## src/rtl/divider_unit.sv

```systemverilog
// Iterative restoring divider for DIV/DIVU/REM/REMU, one quotient bit per cycle.
// Latency DWidth+1 cycles (1 on divide-by-zero/overflow); result held in DONE until ready_i.
module divider_unit #(
    parameter  int DWidth   = 32,
    localparam int CntWidth = $clog2(DWidth) + 1
) (
    input  logic              clk_i,
    input  logic              rst_i,
    input  logic [DWidth-1:0] a_i,
    input  logic [DWidth-1:0] b_i,
    input  logic [1:0]        op_i,
    input  logic              start_i,
    output logic              ready_o,
    input  logic              kill_i,
    output logic              valid_o,
    input  logic              ready_i,
    output logic [DWidth-1:0] res_o
);

    typedef enum logic [1:0] {IDLE, CALC, DONE} state_e;

    state_e              r_state;
    state_e              w_state_nxt;
    logic [CntWidth-1:0] r_cnt;
    logic [1:0]          r_op;
    logic                r_sign_a;
    logic                r_sign_b;
    logic [DWidth-1:0]   r_quo;
    logic [DWidth-1:0]   r_rem;
    logic [DWidth-1:0]   r_divisor;
    logic [DWidth-1:0]   r_res;

    logic              w_accept;
    logic              w_signed;
    logic              w_sign_a;
    logic              w_sign_b;
    logic [DWidth-1:0] w_abs_a;
    logic [DWidth-1:0] w_abs_b;
    logic              w_div_zero;
    logic              w_ovf;
    logic              w_fast;
    logic [DWidth-1:0] w_fast_res;
    logic              w_last;
    logic [DWidth:0]   w_rem_sh;
    logic [DWidth:0]   w_diff;
    logic              w_qbit;
    logic [DWidth-1:0] w_rem_nxt;
    logic [DWidth-1:0] w_quo_nxt;
    logic [DWidth-1:0] w_quo_fix;
    logic [DWidth-1:0] w_rem_fix;
    logic [DWidth-1:0] w_calc_res;

    // op_i[0] selects unsigned, op_i[1] selects remainder
    assign w_accept   = (r_state == IDLE) && start_i && !kill_i;
    assign w_signed   = ~op_i[0];
    assign w_sign_a   = w_signed & a_i[DWidth-1];
    assign w_sign_b   = w_signed & b_i[DWidth-1];
    assign w_abs_a    = w_sign_a ? -a_i : a_i;
    assign w_abs_b    = w_sign_b ? -b_i : b_i;
    assign w_div_zero = (b_i == '0);
    assign w_ovf      = w_signed && (a_i == {1'b1, {(DWidth-1){1'b0}}}) && (b_i == '1);
    assign w_fast     = w_div_zero || w_ovf;
    // On overflow the quotient equals the dividend (most negative value)
    assign w_fast_res = w_div_zero ? (op_i[1] ? a_i : '1) : (op_i[1] ? '0 : a_i);

    assign w_last     = (r_cnt == CntWidth'(DWidth - 1));
    assign w_rem_sh   = {r_rem, r_quo[DWidth-1]};
    assign w_diff     = w_rem_sh - {1'b0, r_divisor};
    assign w_qbit     = ~w_diff[DWidth];
    assign w_rem_nxt  = w_qbit ? w_diff[DWidth-1:0] : w_rem_sh[DWidth-1:0];
    assign w_quo_nxt  = {r_quo[DWidth-2:0], w_qbit};
    assign w_quo_fix  = (r_sign_a ^ r_sign_b) ? -w_quo_nxt : w_quo_nxt;
    assign w_rem_fix  = r_sign_a ? -w_rem_nxt : w_rem_nxt;
    assign w_calc_res = r_op[1] ? w_rem_fix : w_quo_fix;

    always_comb begin
        w_state_nxt = r_state;
        case (r_state)
            IDLE: if (w_accept) w_state_nxt = w_fast ? DONE : CALC;
            CALC: if (w_last) w_state_nxt = DONE;
            DONE: if (ready_i) w_state_nxt = IDLE;
            default: w_state_nxt = IDLE;
        endcase
        if (kill_i) w_state_nxt = IDLE;
    end

    always_ff @(posedge clk_i) begin
        if (rst_i) begin
            r_state   <= IDLE;
            r_cnt     <= '0;
            r_res     <= '0;
            r_op      <= '0;
            r_sign_a  <= 1'b0;
            r_sign_b  <= 1'b0;
            r_quo     <= '0;
            r_rem     <= '0;
            r_divisor <= '0;
        end else begin
            r_state <= w_state_nxt;
            if (w_accept) begin
                r_op      <= op_i;
                r_sign_a  <= w_sign_a;
                r_sign_b  <= w_sign_b;
                r_quo     <= w_abs_a;
                r_divisor <= w_abs_b;
                r_rem     <= '0;
                r_cnt     <= '0;
                if (w_fast) r_res <= w_fast_res;
            end else if (r_state == CALC) begin
                r_quo <= w_quo_nxt;
                r_rem <= w_rem_nxt;
                r_cnt <= r_cnt + CntWidth'(1);
                // A flush on the final iteration must not disturb the held result
                if (w_last && !kill_i) r_res <= w_calc_res;
            end
        end
    end

    assign ready_o = (r_state == IDLE);
    assign valid_o = (r_state == DONE);
    assign res_o   = r_res;

endmodule

```

## config.mk

```make
export PLATFORM = sky130hd
export DESIGN_NAME = divider_unit
export DESIGN_NICKNAME = d
export VERILOG_FILES = /design/src/rtl/divider_unit.sv
export SDC_FILE = /design/constraint.sdc
export NUM_CORES = 1
export LEC_CHECK = 0
export BUFFER_PORTS_ARGS = -buffer_cell sky130_fd_sc_hd__buf_2
export CORE_MARGIN = 2
export CORE_UTILIZATION = 55
export DETAILED_ROUTE_END_ITERATION = 10
export PLACE_DENSITY = 0.75
export SYNTH_ARGS = -nofsm -noshare
export SYNTH_HDL_FRONTEND = slang
export SYNTH_SLANG_ARGS = --single-unit
```

## constraint.sdc

```tcl
create_clock -name clk_i -period 6.8 [get_ports clk_i]
set_input_delay 1.7 -clock clk_i [delete_from_list [all_inputs] [get_ports clk_i]]
set_output_delay 1.7 -clock clk_i [all_outputs]
set_load 0.02 [all_outputs]
```

==> results.py, run 1 <==
metrics = {
    "power": {
        "proportion_of_total_power_due_to_net_switching": 0.382,
        "clock_power_share": 0.338,
        "powerDensity_nw_per_um2": 225,
        "power.total_uw": 2950,
        "cell_internal_pwr_uw": 1830,
        "irDropWorstVdd_mv": 0.186,
        "seq_power_share": 0.298,
        "p_comb_frac": 0.363,
        "switching_power_uw": 1130,
        "static-leakage-power_uw": 0.00488,
    },
    "synth": {
        "synthesis.yosys.warnings": 0,
        "synth_fa_ha_area_frac": 0.0618,
        "synthMuxAreaShare": 0.0277,
        "yosys_register_bits": 139,
        "postSynthAreaPerCell_um2": 7.33,
        "synth_top_cell_by_area": "sky130_fd_sc_hd__dfxtp_1",
        "synth_simple_gate_area_frac": 0.232,
        "main_combinational_cell_family_by_area_after_synthesis": "compound AO/OA/AOI/OAI gates",
        "synth-edff-count": 0,
        "yosysUniqueCellTypes": 90,
        "synth-async-reset-ratio": 0,
        "netlist_instances": 1625,
        "postSynthNetCount": 1735,
        "synthXorXnorAreaFrac": 0.0912,
        "yosysSeqAreaShare": 0.234,
        "synth_flop_cell": "sky130_fd_sc_hd__dfxtp_1",
        "syn-cell-area_um2": 11900,
        "yosysTopAreaCellShare": 0.234,
        "cells_taking_the_most_area_after_synthesis": "sky130_fd_sc_hd__dfxtp_1 23%, sky130_fd_sc_hd__a21oi_1 6.8%, sky130_fd_sc_hd__nor2_1 6.2%, sky130_fd_sc_hd__xnor2_1 4.7%, sky130_fd_sc_hd__nand2_1 4.5%",
        "share_of_the_synthesized_area_in_compound_gates_ao_oa_aoi_oai": 0.297,
    },
    "detailed_routing": {
        "wl_met2_mm": 18.4,
        "detailroute.via_count": 12800,
        "route.detailed.vias_per_inst": 6.59,
        "drc": 0,
        "drt_first_pass_iters": 6,
        "maxUsedRoutingLayer": "met4",
        "final_antenna_net_count": 0,
        "met3_wirelength_mm": 3.75,
        "route.final.wire_length_mm": 40.7,
        "first_iter_violations": 1520,
        "metal_1_wl_mm": 17.6,
        "avgRoutedWirePerCell_um": 20.9,
    },
    "worst_setup_path": {
        "crit_family": "compound AO/OA/AOI/OAI gates",
        "critPathBufInv": 1,
        "cp_data_arrival_time_ns": 5.88,
        "crit_path_max_fanout": 15,
        "cp_slowest_stage_delay_ns": 0.70,
        "crit_required_ns": 7.12,
        "start_kind": "flop",
        "critical-path-slowest-cell": "sky130_fd_sc_hd__a32o_1",
        "critical_path.cell_chain": "inv_1, ha_1, fa_1, nor2b_4, o31a_4, nor3_1, o21ai_2, a32o_1, nor2_4, o21ai_0, ha_1, nand2_1, a221oi_1, o2111ai_1, or3_1, o2bb2a_1, o211ai_1, or4b_1, o21ai_0, o31a_1",
        "crit_type": "flop to flop",
        "critical_path.endpoint_type": "flop",
    },
    "die": {
        "design.portCount": 105,
        "die_height_um": 151,
        "die_area_um2": 22900,
        "placement_rows": 53,
        "floorplan.core_area_um2": 21200,
        "die_x_um": 151,
        "initial_core_util": 0.563,
    },
    "global_routing": {
        "grt-ovfl-total": 0,
        "maximum_number_of_pins_on_one_net_before_global_route_repair": 122,
        "gr-usage-all-layers": 0.351,
        "first_pass_grt_wire_length_mm": 62.3,
        "antenna_found_initial": 0,
        "grt_pass1_vias": 11400,
    },
    "timing": {
        "worst_slew_margin_rel": 0.286,
        "grt_setup_unrepaired": "false",
        "final_report_hold_violation_count": 0,
        "min_period_over_period": 0.817,
        "final-max-slew-violation-count": 0,
        "setup_viol": 0,
        "min_period_ns": 5.55,
        "max_freq_mhz": 180,
        "clock_skew_ns": 0.0147,
        "worst_slack_ns": 1.25,
        "worst-slew-pin-transition_ns": 1.06,
        "tns_ns": 0,
    },
    "cts": {
        "cts_hold_repair.buffers": 0,
        "cts_repair_resize_count": 0,
        "cts-buffers-inserted": 17,
        "clock_tree.buffer_depth": 2,
        "post_cts_buffers": 0,
        "cts_num_sinks": 139,
        "htree_levels": 4,
        "clk_pin_slew_ns": 0.06,
        "worst_skew_pair.late_latency_ns": 0.44,
        "clockRootBuffer": "sky130_fd_sc_hd__clkbuf_16",
        "cts_tree": "yes",
    },
    "place": {
        "dp.cells": 1917,
        "final_weighted_congestion_of_routability_driven_global_placement": 0.963,
        "hpwl_mm": 30.0,
        "detailed_place.area_um2": 12500,
        "pre_cts_slack_ns": 1.42,
        "place.port_buffers": 104,
    },
    "finish": {
        "design_area_um2": 13100,
        "final_layout_size_suffix_gt1_frac": 0.123,
        "layout-area-overhead-vs-synth_pct": 10.3,
        "finalNonFillerCells": 1947,
        "nNetsFinal": 1771,
        "antenna-diode-count": 0,
    },
    "run_status": {
        "outcome": "completed",
    },
    "run": {
        "maxCapViolCount": 0,
    },
    "worst_hold_path": {
        "holdCritPathClass": "flop to flop",
    },
}
==> power by group through the flow <==
stage	Clock (uW)	Combinational (uW)	Sequential, uW
floorplan	0	762	885
global placement	0	1030	896
detailed placement	0	1040	898
CTS	996	1040	880
global route	1030	1150	885
finish	999	1070	881
==> final timing paths <==
check	from	cells after the start	slack, ns	end
min	r_divisor[30]	2	0.45	r_divisor[30]
min reg2reg	r_divisor[30]	2	0.45	r_divisor[30]
max	r_quo[31]	20	1.25	res_o[24]
max reg2reg	r_quo[31]	20	1.25	res_o[24]
==> stage by stage <==
stage	util	hold WS, ns
4_1_cts	0.621	0.452
6_report	0.621	0.451
5_1_grt	0.621	0.473
3_5_place_dp	0.592	0.445
2_1_floorplan	-	0.432
3_3_place_gp	0.592	0.435
==> cell usage after synthesis, types with 10 or more instances <==
cell	count
sky130_fd_sc_hd__mux2i_1	24
sky130_fd_sc_hd__and2_1	15
sky130_fd_sc_hd__nand4_1	23
sky130_fd_sc_hd__clkbuf_1	76
sky130_fd_sc_hd__nand2_1	144
sky130_fd_sc_hd__nor2_1	196
sky130_fd_sc_hd__a211oi_1	64
sky130_fd_sc_hd__or3_1	21
sky130_fd_sc_hd__xor2_1	60
sky130_fd_sc_hd__or4_1	12
sky130_fd_sc_hd__a21o_1	10
sky130_fd_sc_hd__nand3_1	22
sky130_fd_sc_hd__a22oi_1	31
sky130_fd_sc_hd__maj3_1	24
sky130_fd_sc_hd__nor4_1	15
sky130_fd_sc_hd__a221oi_1	10
sky130_fd_sc_hd__o21ai_0	80
sky130_fd_sc_hd__ha_1	38
sky130_fd_sc_hd__nor3_1	53
sky130_fd_sc_hd__dfxtp_1	139
sky130_fd_sc_hd__buf_2	18
sky130_fd_sc_hd__buf_1	12
sky130_fd_sc_hd__xnor2_1	64
sky130_fd_sc_hd__o31ai_1	28
sky130_fd_sc_hd__inv_1	56
sky130_fd_sc_hd__a21oi_1	162
sky130_fd_sc_hd__nand2b_1	15
sky130_fd_sc_hd__a311oi_1	12
sky130_fd_sc_hd__o211ai_1	14
==> routing by layer <==
layer,global-route usage,vias up
li1,-,6052
met1,0.491,6029
met2,0.559,667
met3,0.0536,92
met4,0.104,0
met5,0,-
==> cells by family (layout without fill, tap and decap cells) <==
logic type               after synthesis  count (layout)
adder cells (fa/ha/maj)               63              63
AO/OA/AOI/OAI                        526             526
XOR/XNOR                             124             124
multiplexers                          32              32
flip-flops                           139             139
AND/OR/NAND/NOR                      574             574
buffers and inverters                167             214
==> tightest hold or removal path, cell delays in order (launching register included) <==
cell	delay, ns
sky130_fd_sc_hd__dfxtp_1	0.31
sky130_fd_sc_hd__nand2_1	0.05
sky130_fd_sc_hd__a21oi_1	0.05
==> cell type report <==
cell class,instances,area [um2]
inverter,57,214
tap,275,344
sequential,139,2780
timing repair buffer,127,708
fill,1959,8020
clock buffer,20,467
multi-input combinational,1319,8480
clock inverter,10,140
==> cell usage in the layout, fill, tap and decap left out, types with 8 or more instances in the layout <==
| cell type | instances |
|---|---|
| sky130_fd_sc_hd__inv_1 | 56 |
| sky130_fd_sc_hd__nor2b_1 | 8 |
| sky130_fd_sc_hd__a211oi_1 | 64 |
| sky130_fd_sc_hd__o21ai_0 | 80 |
| sky130_fd_sc_hd__a31oi_1 | 9 |
| sky130_fd_sc_hd__o41ai_1 | 9 |
| sky130_fd_sc_hd__clkbuf_16 | 17 |
| sky130_fd_sc_hd__nor2_1 | 195 |
| sky130_fd_sc_hd__nor4_1 | 14 |
| sky130_fd_sc_hd__and3_1 | 9 |
| sky130_fd_sc_hd__and2_1 | 15 |
| sky130_fd_sc_hd__ha_1 | 38 |
| sky130_fd_sc_hd__a21o_1 | 10 |
| sky130_fd_sc_hd__o211ai_1 | 14 |
| sky130_fd_sc_hd__a41oi_1 | 9 |
| sky130_fd_sc_hd__o31ai_1 | 28 |
| sky130_fd_sc_hd__a221oi_1 | 10 |
| sky130_fd_sc_hd__xor2_1 | 60 |
| sky130_fd_sc_hd__nand3_1 | 22 |
| sky130_fd_sc_hd__o21a_1 | 8 |
| sky130_fd_sc_hd__nand2b_1 | 15 |
| sky130_fd_sc_hd__or4_1 | 12 |
| sky130_fd_sc_hd__buf_4 | 23 |
| sky130_fd_sc_hd__buf_2 | 103 |
| sky130_fd_sc_hd__o2111ai_1 | 9 |
| sky130_fd_sc_hd__a311oi_1 | 12 |
| sky130_fd_sc_hd__o22ai_1 | 9 |
| sky130_fd_sc_hd__mux2_2 | 8 |
| sky130_fd_sc_hd__nor3_1 | 53 |
| sky130_fd_sc_hd__xnor2_1 | 64 |
| sky130_fd_sc_hd__maj3_1 | 24 |
| sky130_fd_sc_hd__dfxtp_1 | 139 |
| sky130_fd_sc_hd__a21oi_1 | 161 |
| sky130_fd_sc_hd__nand2_1 | 144 |
| sky130_fd_sc_hd__mux2i_1 | 24 |
| sky130_fd_sc_hd__a22oi_1 | 31 |
| sky130_fd_sc_hd__or2_2 | 9 |
| sky130_fd_sc_hd__nand4_1 | 23 |
| sky130_fd_sc_hd__or3_1 | 21 |
==> state kept, by name, summed over array words and instances (netlist names) <==
name       cells
r_divisor     32
r_quo         32
r_rem         32
res_o         32
r_cnt          6
r_state        2
r_op           1
r_sign_a       1
r_sign_b       1
Note: power is estimated with default switching activity, not from simulation.
==> run 2, diff against run 1 <==
--- a/config.mk
+++ b/config.mk
@@ -5,11 +5,12 @@
 export SDC_FILE = /design/constraint.sdc
 export NUM_CORES = 1
 export LEC_CHECK = 0
+export ABC_AREA = 1
 export BUFFER_PORTS_ARGS = -buffer_cell sky130_fd_sc_hd__buf_2
 export CORE_MARGIN = 2
 export CORE_UTILIZATION = 55
 export DETAILED_ROUTE_END_ITERATION = 10
-export PLACE_DENSITY = 0.75
+export PLACE_DENSITY = 0.74
 export SYNTH_ARGS = -nofsm -noshare
 export SYNTH_HDL_FRONTEND = slang
 export SYNTH_SLANG_ARGS = --single-unit
==> constraint.sdc (replaced) <==
create_clock -name clk_i -period 5.7 [get_ports clk_i]
set_input_delay 1.425 -clock clk_i [delete_from_list [all_inputs] [get_ports clk_i]]
set_output_delay 1.425 -clock clk_i [all_outputs]
set_load 0.02 [all_outputs]
==> run 2 against run 1 <==
Power rose by 26%. Clock power rose by 19%. Clock skew rose by 0.0023 ns. Setup slack got worse by 0.57 ns. Fmax rose by 11%. Combinational power rose by 38%. Cell count rose by 35%. Routed wire length rose by 8.1%. Sequential cell count did not move. Global-route usage rose by 0.14 points. Final area rose by 8.1%. Synthesized cell count rose by 38%. Critical endpoint is now res_o[30]. Largest cell class unchanged.
==> results.py, run 2 <==
metrics = {
    "finish": {
        "layout-area-overhead-vs-synth_pct": 9.80,
        "final_layout_size_suffix_gt1_frac": 0.114,
        "post-route-util": 0.611,
        "mostFrequentLayoutCell": "sky130_fd_sc_hd__nand2_1",
        "most-common-layout-cells": "588 x sky130_fd_sc_hd__nand2_1, 326 x sky130_fd_sc_hd__inv_1, 191 x sky130_fd_sc_hd__o21ai_0",
        "nNetsFinal": 2399,
        "antenna-diode-count": 0,
    },
    "run": {
        "maxCapViolCount": 0,
    },
    "cts": {
        "clockRootBuffer": "sky130_fd_sc_hd__clkbuf_16",
        "worst_skew_pair.late_latency_ns": 0.44,
        "cts_tree": "yes",
        "clock_tree.buffer_depth": 2,
        "htree_levels": 4,
        "cts_hold_repair.buffers": 0,
        "cts_num_sinks": 139,
        "cts_repair_resize_count": 0,
        "cts-buffers-inserted": 17,
        "clk_pin_slew_ns": 0.07,
        "post_cts_buffers": 0,
    },
    "timing": {
        "min_period_over_period": 0.882,
        "grt_setup_unrepaired": "false",
        "min_period_ns": 5.03,
        "clock_skew_ns": 0.0170,
        "setup_viol": 0,
        "worst_slew_margin_rel": 0.243,
        "final-max-slew-violation-count": 0,
        "final_report_hold_violation_count": 0,
        "worst_slack_ns": 0.675,
        "worst-slew-pin-transition_ns": 1.13,
        "max_freq_mhz": 199,
        "tns_ns": 0,
    },
    "synth": {
        "synth_fa_ha_area_frac": 0.0391,
        "share_of_the_synthesized_area_in_compound_gates_ao_oa_aoi_oai": 0.199,
        "synthesis.yosys.warnings": 0,
        "synth_flop_cell": "sky130_fd_sc_hd__dfxtp_1",
        "postSynthNetCount": 2346,
        "postSynthAreaPerCell_um2": 5.79,
        "synth_top_cell_by_area": "sky130_fd_sc_hd__dfxtp_1",
        "netlist_instances": 2236,
        "synthXorXnorAreaFrac": 0.0332,
        "synth_most_common_cell": "sky130_fd_sc_hd__nand2_1",
        "cells_taking_the_most_area_after_synthesis": "sky130_fd_sc_hd__dfxtp_1 22%, sky130_fd_sc_hd__nand2_1 17%, sky130_fd_sc_hd__inv_1 9.5%, sky130_fd_sc_hd__o21ai_0 7.4%, sky130_fd_sc_hd__a21oi_1 6.1%",
        "yosysSeqAreaShare": 0.215,
        "synth-edff-count": 0,
        "synth-async-reset-ratio": 0,
        "yosysUniqueCellTypes": 59,
        "syn-cell-area_um2": 12900,
        "synthMuxAreaShare": 0,
        "yosysTopAreaCellShare": 0.215,
        "yosys_register_bits": 139,
        "synth_simple_gate_area_frac": 0.384,
        "ranking_of_synthesized_cells_by_instance_count": "588 x sky130_fd_sc_hd__nand2_1, 327 x sky130_fd_sc_hd__inv_1, 191 x sky130_fd_sc_hd__o21ai_0",
        "main_combinational_cell_family_by_area_after_synthesis": "simple AND/OR/NAND/NOR gates",
    },
    "detailed_routing": {
        "wl_met2_mm": 19.5,
        "drt_first_pass_iters": 8,
        "final_antenna_net_count": 0,
        "first_iter_violations": 1710,
        "metal_1_wl_mm": 19.8,
        "drc": 0,
        "detailroute.via_count": 14900,
        "met3_wirelength_mm": 3.68,
        "avgRoutedWirePerCell_um": 16.8,
        "maxUsedRoutingLayer": "met4",
        "route.final.wire_length_mm": 44.0,
        "route.detailed.vias_per_inst": 5.69,
    },
    "die": {
        "die_area_um2": 24800,
        "initial_core_util": 0.556,
        "design.portCount": 105,
        "placement_rows": 56,
        "die_height_um": 157,
        "die_x_um": 157,
        "floorplan.core_area_um2": 23300,
    },
    "power": {
        "powerDensity_nw_per_um2": 262,
        "irDropWorstVdd_mv": 0.177,
        "static-leakage-power_uw": 0.00714,
    },
    "worst_setup_path": {
        "critical_path.reg2reg.startpoint": "r_quo[31]",
        "crit_required_ns": 6.07,
        "cp_data_arrival_time_ns": 5.39,
        "critical_path.endpoint_type": "flop",
        "critPathBufInv": 4,
        "worstReg2RegEnd": "res_o[30]",
        "start_kind": "flop",
        "cp_slowest_stage_delay_ns": 0.41,
        "crit_path_max_fanout": 26,
        "setup.reg_to_reg.worst_slack_ns": 0.67,
        "critical-path-slowest-cell": "sky130_fd_sc_hd__dfxtp_1",
        "ff2ff_path_depth": 32,
        "crit_type": "flop to flop",
        "critical-path-top-cell-by-count": "sky130_fd_sc_hd__nand2_1",
        "crit_family": "simple AND/OR/NAND/NOR gates",
    },
    "global_routing": {
        "gr-usage-all-layers": 0.352,
        "maximum_number_of_pins_on_one_net_before_global_route_repair": 68,
        "antenna_found_initial": 0,
        "grt-ovfl-total": 0,
        "first_pass_grt_wire_length_mm": 68.3,
        "grt_pass1_vias": 12700,
    },
    "place": {
        "pre_cts_slack_ns": 0.812,
        "place.port_buffers": 104,
        "final_weighted_congestion_of_routability_driven_global_placement": 0.945,
        "hpwl_mm": 34.1,
    },
    "worst_hold_path": {
        "holdCritPathClass": "flop to flop",
        "hold_depth": 2,
        "worst_hold_path_endpoint": "res_o[17]",
        "timing.hold.worst.start": "res_o[17]",
    },
    "run_status": {
        "outcome": "completed",
    },
}
-- run 2: layout make-up --
type	count	area (um2)
repair buffers	123	663
clock inverters	14	185
fillers	2356	9050
flip-flops and latches	139	2780
multi-input cells	1669	8480
inverters	339	1270
well taps	319	399
clock buffers	17	425
-- run 2: layer usage --
metal,GRT usage,vias up
li1,-,7392
met1,0.509,6774
met2,0.550,687
met3,0.0441,61
met4,0.0974,0
met5,0,-
-- run 2: where the power goes --
part	total, uW	switching [uW]	leakage [uW]	internal [uW]
registers	1050	40.1	0.00113	1010
logic	1480	1040	0.00571	438
clock network	1190	493	0.000295	698
-- run 2: per-stage QoR --
stage               area [um2]  hold slack, ns  std cells  power [uW]
floorplan                12900           0.458       2236        2150
global placement         13600           0.467       2589        2490
detailed placement       13600           0.483       2589        2500
CTS                      14200           0.494       2620        3690
global route             14200           0.522       2620        3920
finish                   14200           0.493       2620        3720
-- run 2: worst max path at each step --
stage / startpoint / endpoint / slack, ns / cells after the start
detailed placement: r_quo[31] / res_o[30] / 0.81 / 32
global route: r_quo[31] / res_o[30] / 0.19 / 32
finish: r_quo[31] / res_o[30] / 0.67 / 32
floorplan: r_quo[31] / res_o[30] / 1.58 / 33
global placement: b_i[0] / res_o[28] / 0.94 / 19
CTS: r_quo[31] / res_o[30] / 0.78 / 32
-- run 2: cells by family (layout without fill, tap and decap cells) --
family	count (synthesis)	count (layout)
and+or+nand+nor	1116	1116
AOI/OAI and AO/OA	464	464
buffers and inverters	428	493
DFF	139	139
xor gates and xnor gates	49	49
adders and majority gates	40	40
-- run 2: worst min-delay path, cell delays in order (launching register included) --
cell and delay (ns):
sky130_fd_sc_hd__dfxtp_1 0.33, sky130_fd_sc_hd__nand2_1 0.07, sky130_fd_sc_hd__a21oi_1 0.05
